File: src/rtl/ram_access_ctrl.sv
// ram_access_ctrl: round-robin port-A arbiter and port-B streaming read sequencer for a dual-port RAM
module ram_access_ctrl #(
    parameter int ADDR_SIZE = 4,
    parameter int DATA_SIZE = 32
) (
    input  logic                 clk,
    input  logic                 reset,
    input  logic                 req0,
    input  logic                 req1,
    input  logic                 we0,
    input  logic                 we1,
    input  logic [ADDR_SIZE-1:0] addr0,
    input  logic [ADDR_SIZE-1:0] addr1,
    input  logic [DATA_SIZE-1:0] wdata0,
    input  logic [DATA_SIZE-1:0] wdata1,
    output logic                 gnt0,
    output logic                 gnt1,
    output logic                 rvalid0,
    output logic                 rvalid1,
    output logic [DATA_SIZE-1:0] rdata0,
    output logic [DATA_SIZE-1:0] rdata1,
    output logic [ADDR_SIZE-1:0] ram_addr_A,
    output logic [DATA_SIZE-1:0] ram_data_in_A,
    output logic                 ram_w_e_A,
    input  logic [DATA_SIZE-1:0] ram_data_out_A,
    output logic [ADDR_SIZE-1:0] ram_addr_B,
    input  logic [DATA_SIZE-1:0] ram_data_out_B,
    input  logic                 rd_start,
    input  logic [ADDR_SIZE-1:0] rd_base,
    input  logic [ADDR_SIZE:0]   rd_len,
    output logic                 rd_busy,
    output logic                 rd_done,
    output logic                 st_valid,
    output logic [DATA_SIZE-1:0] st_data,
    input  logic                 st_ready
);
    typedef enum logic [1:0] {IDLE, RUN, DRAIN} state_t;
    state_t                 state, state_nxt;
    logic                   prio;
    logic                   pend0, pend1;
    logic [ADDR_SIZE:0]     rem;
    logic [ADDR_SIZE-1:0]   nxt_addr, last_addr;
    logic                   inflight;
    logic [DATA_SIZE-1:0]   fifo [2];
    logic                   wp, rp;
    logic [1:0]             cnt;
    logic                   done;
    logic                   issue, accept, last_accept;

    assign gnt0     = !reset && req0 && (!req1 || !prio);
    assign gnt1     = !reset && req1 && (!req0 || prio);
    assign rvalid0  = pend0;
    assign rvalid1  = pend1;
    assign rdata0   = pend0 ? ram_data_out_A : '0;
    assign rdata1   = pend1 ? ram_data_out_A : '0;
    assign st_valid = cnt != 2'd0;
    assign st_data  = fifo[rp];
    assign rd_busy  = state != IDLE;
    assign rd_done  = done;
    assign accept   = st_valid && st_ready;
    // the slot freed by this cycle's accept is counted so a held-ready consumer gets one word per cycle
    assign issue       = !reset && state == RUN && (cnt + 2'(inflight) - 2'(accept)) < 2'd2;
    assign last_accept = state == DRAIN && !inflight && cnt == 2'd1 && accept;
    assign ram_addr_B  = issue ? nxt_addr : last_addr;

    // port-A pins follow the granted requester, zero when idle
    always_comb begin
        ram_w_e_A     = gnt0 ? we0 : gnt1 && we1;
        ram_addr_A    = gnt0 ? addr0 : gnt1 ? addr1 : '0;
        ram_data_in_A = gnt0 ? wdata0 : gnt1 ? wdata1 : '0;
    end

    // round-robin pointer and one-cycle read-return tracking
    always_ff @(posedge clk) begin
        if (reset) begin
            prio  <= 1'b0;
            pend0 <= 1'b0;
            pend1 <= 1'b0;
        end else begin
            prio  <= gnt0 ? 1'b1 : gnt1 ? 1'b0 : prio;
            pend0 <= gnt0 && !we0;
            pend1 <= gnt1 && !we1;
        end
    end

    // stream FSM next-state
    always_comb begin
        state_nxt = state;
        if (state == IDLE && rd_start && rd_len != '0)
            state_nxt = RUN;
        if (issue && rem == (ADDR_SIZE+1)'(1))
            state_nxt = DRAIN;
        if (last_accept)
            state_nxt = IDLE;
    end

    // stream FSM state register
    always_ff @(posedge clk) begin
        if (reset)
            state <= IDLE;
        else
            state <= state_nxt;
    end

    // stream address/count, in-flight tracking, 2-entry FIFO and done pulse
    always_ff @(posedge clk) begin
        if (reset) begin
            rem       <= '0;
            nxt_addr  <= '0;
            last_addr <= '0;
            inflight  <= 1'b0;
            fifo[0]   <= '0;
            fifo[1]   <= '0;
            wp        <= 1'b0;
            rp        <= 1'b0;
            cnt       <= 2'd0;
            done      <= 1'b0;
        end else begin
            if (state == IDLE && rd_start) begin
                nxt_addr <= rd_base;
                rem      <= rd_len;
            end else if (issue) begin
                nxt_addr <= nxt_addr + ADDR_SIZE'(1);
                rem      <= rem - (ADDR_SIZE+1)'(1);
            end
            if (issue)
                last_addr <= nxt_addr;
            inflight <= issue;
            if (inflight) begin
                fifo[wp] <= ram_data_out_B;
                wp       <= ~wp;
            end
            if (accept)
                rp <= ~rp;
            cnt  <= cnt + 2'(inflight) - 2'(accept);
            done <= (state == IDLE && rd_start && rd_len == '0) || last_accept;
        end
    end
endmodule

File: config.mk
export PLATFORM = sky130hd
export DESIGN_NAME = ram_access_ctrl
export DESIGN_NICKNAME = d
export VERILOG_FILES = /design/src/rtl/ram_access_ctrl.sv
export SDC_FILE = /design/constraint.sdc
export NUM_CORES = 1
export LEC_CHECK = 0
export BUFFER_PORTS_ARGS = -buffer_cell sky130_fd_sc_hd__clkbuf_2
export CAP_MARGIN = 20
export CELL_PAD_IN_SITES_DETAIL_PLACEMENT = 0
export CELL_PAD_IN_SITES_GLOBAL_PLACEMENT = 1
export CORE_ASPECT_RATIO = 1.4
export CORE_UTILIZATION = 34
export DETAILED_ROUTE_END_ITERATION = 16
export GPL_TIMING_DRIVEN = 1
export PLACE_DENSITY = 0.93
export SYNTH_ARGS = -nofsm -noshare
export SYNTH_HDL_FRONTEND = slang
export SYNTH_SLANG_ARGS = --single-unit
File: constraint.sdc
create_clock -name clk -period 7.4 [get_ports clk]
set_clock_uncertainty 0.15 [all_clocks]
set_input_delay 1.48 -clock clk [delete_from_list [all_inputs] [get_ports clk]]
set_output_delay 1.48 -clock clk [all_outputs]
set_load 0.02 [all_outputs]
Word-level counts from Yosys, hierarchy flattened:

Memory sizes are Yosys's and may differ from the RTL's. A register that Yosys moved wholly into a read port is not among the register bits.
Cells that the tools add are included.

* flip-flop bits (word level): 24
* latch bits: 0
* bits in writable memories: 64
* memory bits (read-only): 0
* output and inout bits: 144
* memories kept: 1

* add/sub/neg operators: 4
* $mul: 0
* div/mod/pow operators: 0
* $lt $le $gt $ge: 1
* equal/unequal tests: 4
* shifts and indexed selects: 0
* mux-type cells: 26
* bitwise logic cells: 2
* reductions and logical operators: 38

Memory list
* fifo: depth 2, width 32, rd ports 1, clocked after memory_dff 1, wr ports 2, RTL line 44 `logic [DATA_SIZE-1:0] fifo [2];`

Operators by type and width (count)
* 32-bit 2-to-1 mux: 5
* 32-bit OR reduction: 1
* 4-bit 2-to-1 mux: 5
* 1-bit logical AND: 17
* 1-bit 2-to-1 mux: 12
* 5-bit 2-to-1 mux: 2
* 2-bit nonzero test: 5
* 1-bit zero test: 7
* 5-bit by 1-bit == test with 1-bit output, second input constant: 1
* 5-bit zero test: 1
* 5-bit nonzero test: 1
* 5-bit by 1-bit subtractor with 5-bit output, second input constant: 1
* 4-bit by 1-bit adder with 4-bit output, second input constant: 1
* 2-bit by 1-bit == test with 1-bit output, second input constant: 2
* 2-bit 2-to-1 mux: 2
* 1-bit logical OR: 3
* 3-bit OR reduction: 1
* 2-bit by 1-bit adder with 2-bit output: 1
* 2-bit == test, second input constant: 1
* 2-bit zero test: 1
* 2-bit less-than comparator, second input constant: 1
* 1-bit NOT: 2
* 2-bit OR reduction: 1
* 2-bit by 1-bit subtractor with 2-bit output: 1

Longest topological paths before layout:

* depth in word-level cells: 7
* mapped depth: 10

Least setup slack after synthesis:

OpenSTA, ideal clock, no wires.

* path kind: input port to output port
* start: in st_ready
* end: out ram_addr_B[0]
* arrival time: 2.910 ns
* required time: 5.770 ns
* slack: 2.860 ns
* cell stages on the path: 7
* path buffers: 0
* path through: and2_1 ha_1 inv_1 ha_1 xnor3_2 nand2_4 mux2_2

* word-level cells in the longest chain between the ends: 5

Ends and longest elaborated chain
* start, declared: RTL line 35 `input logic st_ready`
* 1-bit logical AND: RTL line 60 `assign accept = st_valid && st_ready;`
* 2-bit by 1-bit subtractor with 2-bit output: RTL line 62 `assign issue = !reset && state == RUN && (cnt + 2'(inflight) - 2'(accept)) < 2'd2;`
* 2-bit less-than comparator: RTL line 62
* 1-bit logical AND: RTL line 62
* 4-bit 2-to-1 mux
* end, declared: RTL line 26 `output logic [ADDR_SIZE-1:0] ram_addr_B,`

Every way passes these cells.

Worst setup path after layout:

* start: in reset
* end: out ram_data_in_A[31]

* word-level cells in the longest chain between the ends: 5

Ends and longest elaborated chain
* start, declared: RTL line 7 `input logic reset,`
* 1-bit zero test (*): RTL line 50, 51
* 1-bit logical AND (2 in series): RTL line 51 `assign gnt1 = !reset && req1 && (!req0 || prio);`
* 32-bit 2-to-1 mux: RTL line 70 `ram_data_in_A = gnt0 ? wdata0 : gnt1 ? wdata1 : '0;`
* 32-bit 2-to-1 mux (*): RTL line 70
* end, declared: RTL line 23 `output logic [DATA_SIZE-1:0] ram_data_in_A,`

Every way passes the cells marked *; elsewhere a longest branch is shown, timed or not.

==> results.json <==
{
  "hpwlAfterDp_um": 11900,
  "post-route-util": 0.498,
  "arrival_ns": 3.36,
  "fillCellCount": 1234,
  "fp.dieH_um": 141,
  "start_util": 0.349,
  "powerDensity_mw_per_mm2": 226,
  "setup_viol": 0,
  "total_power_mw": 1.52,
  "cts_buffer_depth": 2,
  "ff2ff_setup_slack_ns": 4.83,
  "synth_top_area_frac": 0.409,
  "ff_latch_area_mm2": 0.00242,
  "relSlewSlack": 0.338,
  "placed_cells": 863,
  "synth_ff_type": "edfxtp_1",
  "grt_pass1_wl_um": 22200,
  "rows": 50,
  "wl_per_cell_um": 17.2,
  "hold_slack_ns": 0.324,
  "grt_use_total": 0.210,
  "synth.top_cells.by_area": "edfxtp_1, and2_1, dfxtp_1, mux2_2, a22o_1",
  "grt_antenna_before_repair": 0,
  "fin_setup_tns_ns": 0,
  "grt_remaining_overflow": 0,
  "fin_crit_sh": 0.674,
  "slowest_stage": "and3_1",
  "portBuffers": 296,
  "clk_latency_ns": 0.34,
  "core_area_mm2": 0.0135,
  "crit_type": "in -> out",
  "synth-edff-count": 64,
  "leakage_nw": 3.29,
  "synthesis.area_mm2": 0.00470,
  "cts.repair.resized": 0,
  "io_pins": 297,
  "status": "complete, no violations",
  "diodes": 0,
  "synth-async-reset-ratio": 0,
  "ant_nets": 0,
  "fin_crit_ns": 4.99,
  "cts_hold_repair.buffers": 0,
  "nNetsFinal": 853,
  "avgSynthCellArea_um2": 11.4,
  "place.gp.congestion": 0.838,
  "slew_viol_final": 0,
  "syn_nets": 569,
  "cts_buffers": 9,
  "cts_tree": "built",
  "hold_viol": 0,
  "use_met2": 0.390,
  "dr.first_iter.drc_count": 117,
  "crit_top_cell": "clkbuf_2",
  "htreeDepth": 3,
  "required_ns": 5.77,
  "yosysUniqueCellTypes": 40,
  "grt_pass1_vias": 4179,
  "grt_use_met1": 0.228,
  "path_delay_family": "buffers and inverters",
  "grt_use_met3": 0.0545,
  "clock-sinks": 89,
  "drv_cap": 0,
  "fp.dieArea_mm2": 0.0143,
  "post_cts_buffers": 0,
  "crit_fanout": 20,
  "tightest_slew_ns": 0.993,
  "grt_setup_unrepaired": "false",
  "fp.dieW_um": 101,
  "vdd_drop_max_mv": 0.137,
  "grt_start_max_net_pins": 40,
  "ys_ff_latch": 89,
  "final_layout_size_suffix_gt1_frac": 0.517,
  "clkSlewWorstSetupHoldPaths_ns": 0.07,
  "syn2layout_area_growth_pct": 42.5,
  "synth_common_cells": "and2_1, edfxtp_1, a22o_1",
  "ys_seq_area_frac": 0.516,
  "first_pass_iters": 4,
  "fin_cells": 882,
  "cts_root_buf": "clkbuf_16",
  "multiInputGateArea_mm2": 0.00212,
  "gr-max-usage-layer": "met2",
  "timing.fmax_mhz": 200,
  "vias_per_cell": 4.87,
  "worstPathCellList": "clkbuf_2 -> inv_1 -> and3_1 -> buf_8 -> a22o_1 -> clkbuf_2",
  "hold_path.class": "reg -> reg",
  "synth_top_area_cell": "edfxtp_1",
  "synth_cells": 411,
  "start_kind": "primary input",
  "routed_wl_um": 15200,
  "max_stage_delay_ns": 0.68,
  "yosysWarnings": 0,
  "vias": 4292,
  "cp-end-kind": "primary output",
  "synth.most_common_cell": "and2_1",
  "route.detailed.drc": 0,
  "path_buf_inv": 4
}
worst min-delay path: stages (launching register included):
cell	delay (ns)
dfxtp_1	0.33
inv_1	0.06
a21oi_2	0.04
routing by layer:
metal,wire length [um],share of wire
met5,0,0
met2,8180,0.54
met1,5560,0.37
met4,267,0.018
met3,1150,0.076
cell families after synthesis:
kind of cell,share of synthesized area
muxes,0.0895
buffers and inverters,0.0325
DFF,0.516
adders and majority gates,0.0133
xor gates and xnor gates,0.0200
and+or+nand+nor,0.234
AOI/OAI and AO/OA,0.0953
per-stage QoR:
stage                     setup slack (ns)  area [um^2]
final                                 2.41         6700
after CTS                             2.20         6640
after floorplan                       2.86         4700
after global placement                2.33         6310
after global routing                  2.31         6700
after detailed placement              2.19         6310
cells in the final DEF (no fill, tap or decap), types with 2 or more instances in the layout:
cell type	Yosys	routed
a211oi_1	6	6
a21oi_1	2	2
a22o_1	37	37
and2_1	136	136
and3_1	4	4
buf_4	0	2
buf_8	0	2
clkbuf_16	0	9
clkbuf_2	0	296
clkinv_8	0	2
clkinvlp_4	0	2
dfxtp_1	25	25
edfxtp_1	64	64
ha_1	5	5
inv_1	9	9
inv_8	0	2
mux2_2	36	36
nand2_1	5	5
nand3_1	4	4
nor2_1	15	15
nor2b_1	3	3
nor3_1	2	2
o221ai_1	2	2
or2_2	2	2
xnor2_1	5	5
xor2_1	3	3
worst paths after layout:
kind | from | endpoint | cells after the start
setup / recovery | reset | ram_data_in_A[31] | 6
setup reg to reg | cnt[0]$_SDFF_PP0_ | last_addr[3]$_SDFF_PP0_ | 9
hold reg to reg | nxt_addr[3]$_SDFFE_PP0P_ | nxt_addr[3]$_SDFFE_PP0P_ | 2
hold / removal | nxt_addr[3]$_SDFFE_PP0P_ | nxt_addr[3]$_SDFFE_PP0P_ | 2
final cells by class:
type / instances / area share
clock buffer: 9 / 0.0336
sequential: 89 / 0.362
clock inverter: 7 / 0.0150
timing repair buffer: 301 / 0.232
multi-input combinational: 284 / 0.317
inverter: 10 / 0.00635
tap: 182 / 0.0340
power by group:
group / switching [mW] / internal, mW / total (mW)
registers: 0.0226 / 0.581 / 0.603
clock network: 0.212 / 0.272 / 0.484
logic: 0.246 / 0.182 / 0.429
total: 0.481 / 1.04 / 1.52
flip-flops by register name, summed over array words and instances (netlist names), 2 cells and up, named ones only:
register,count
fifo,64
rem,5
last_addr,4
nxt_addr,4
cnt,2
state,2
Power figures use the tool's default switching activity.
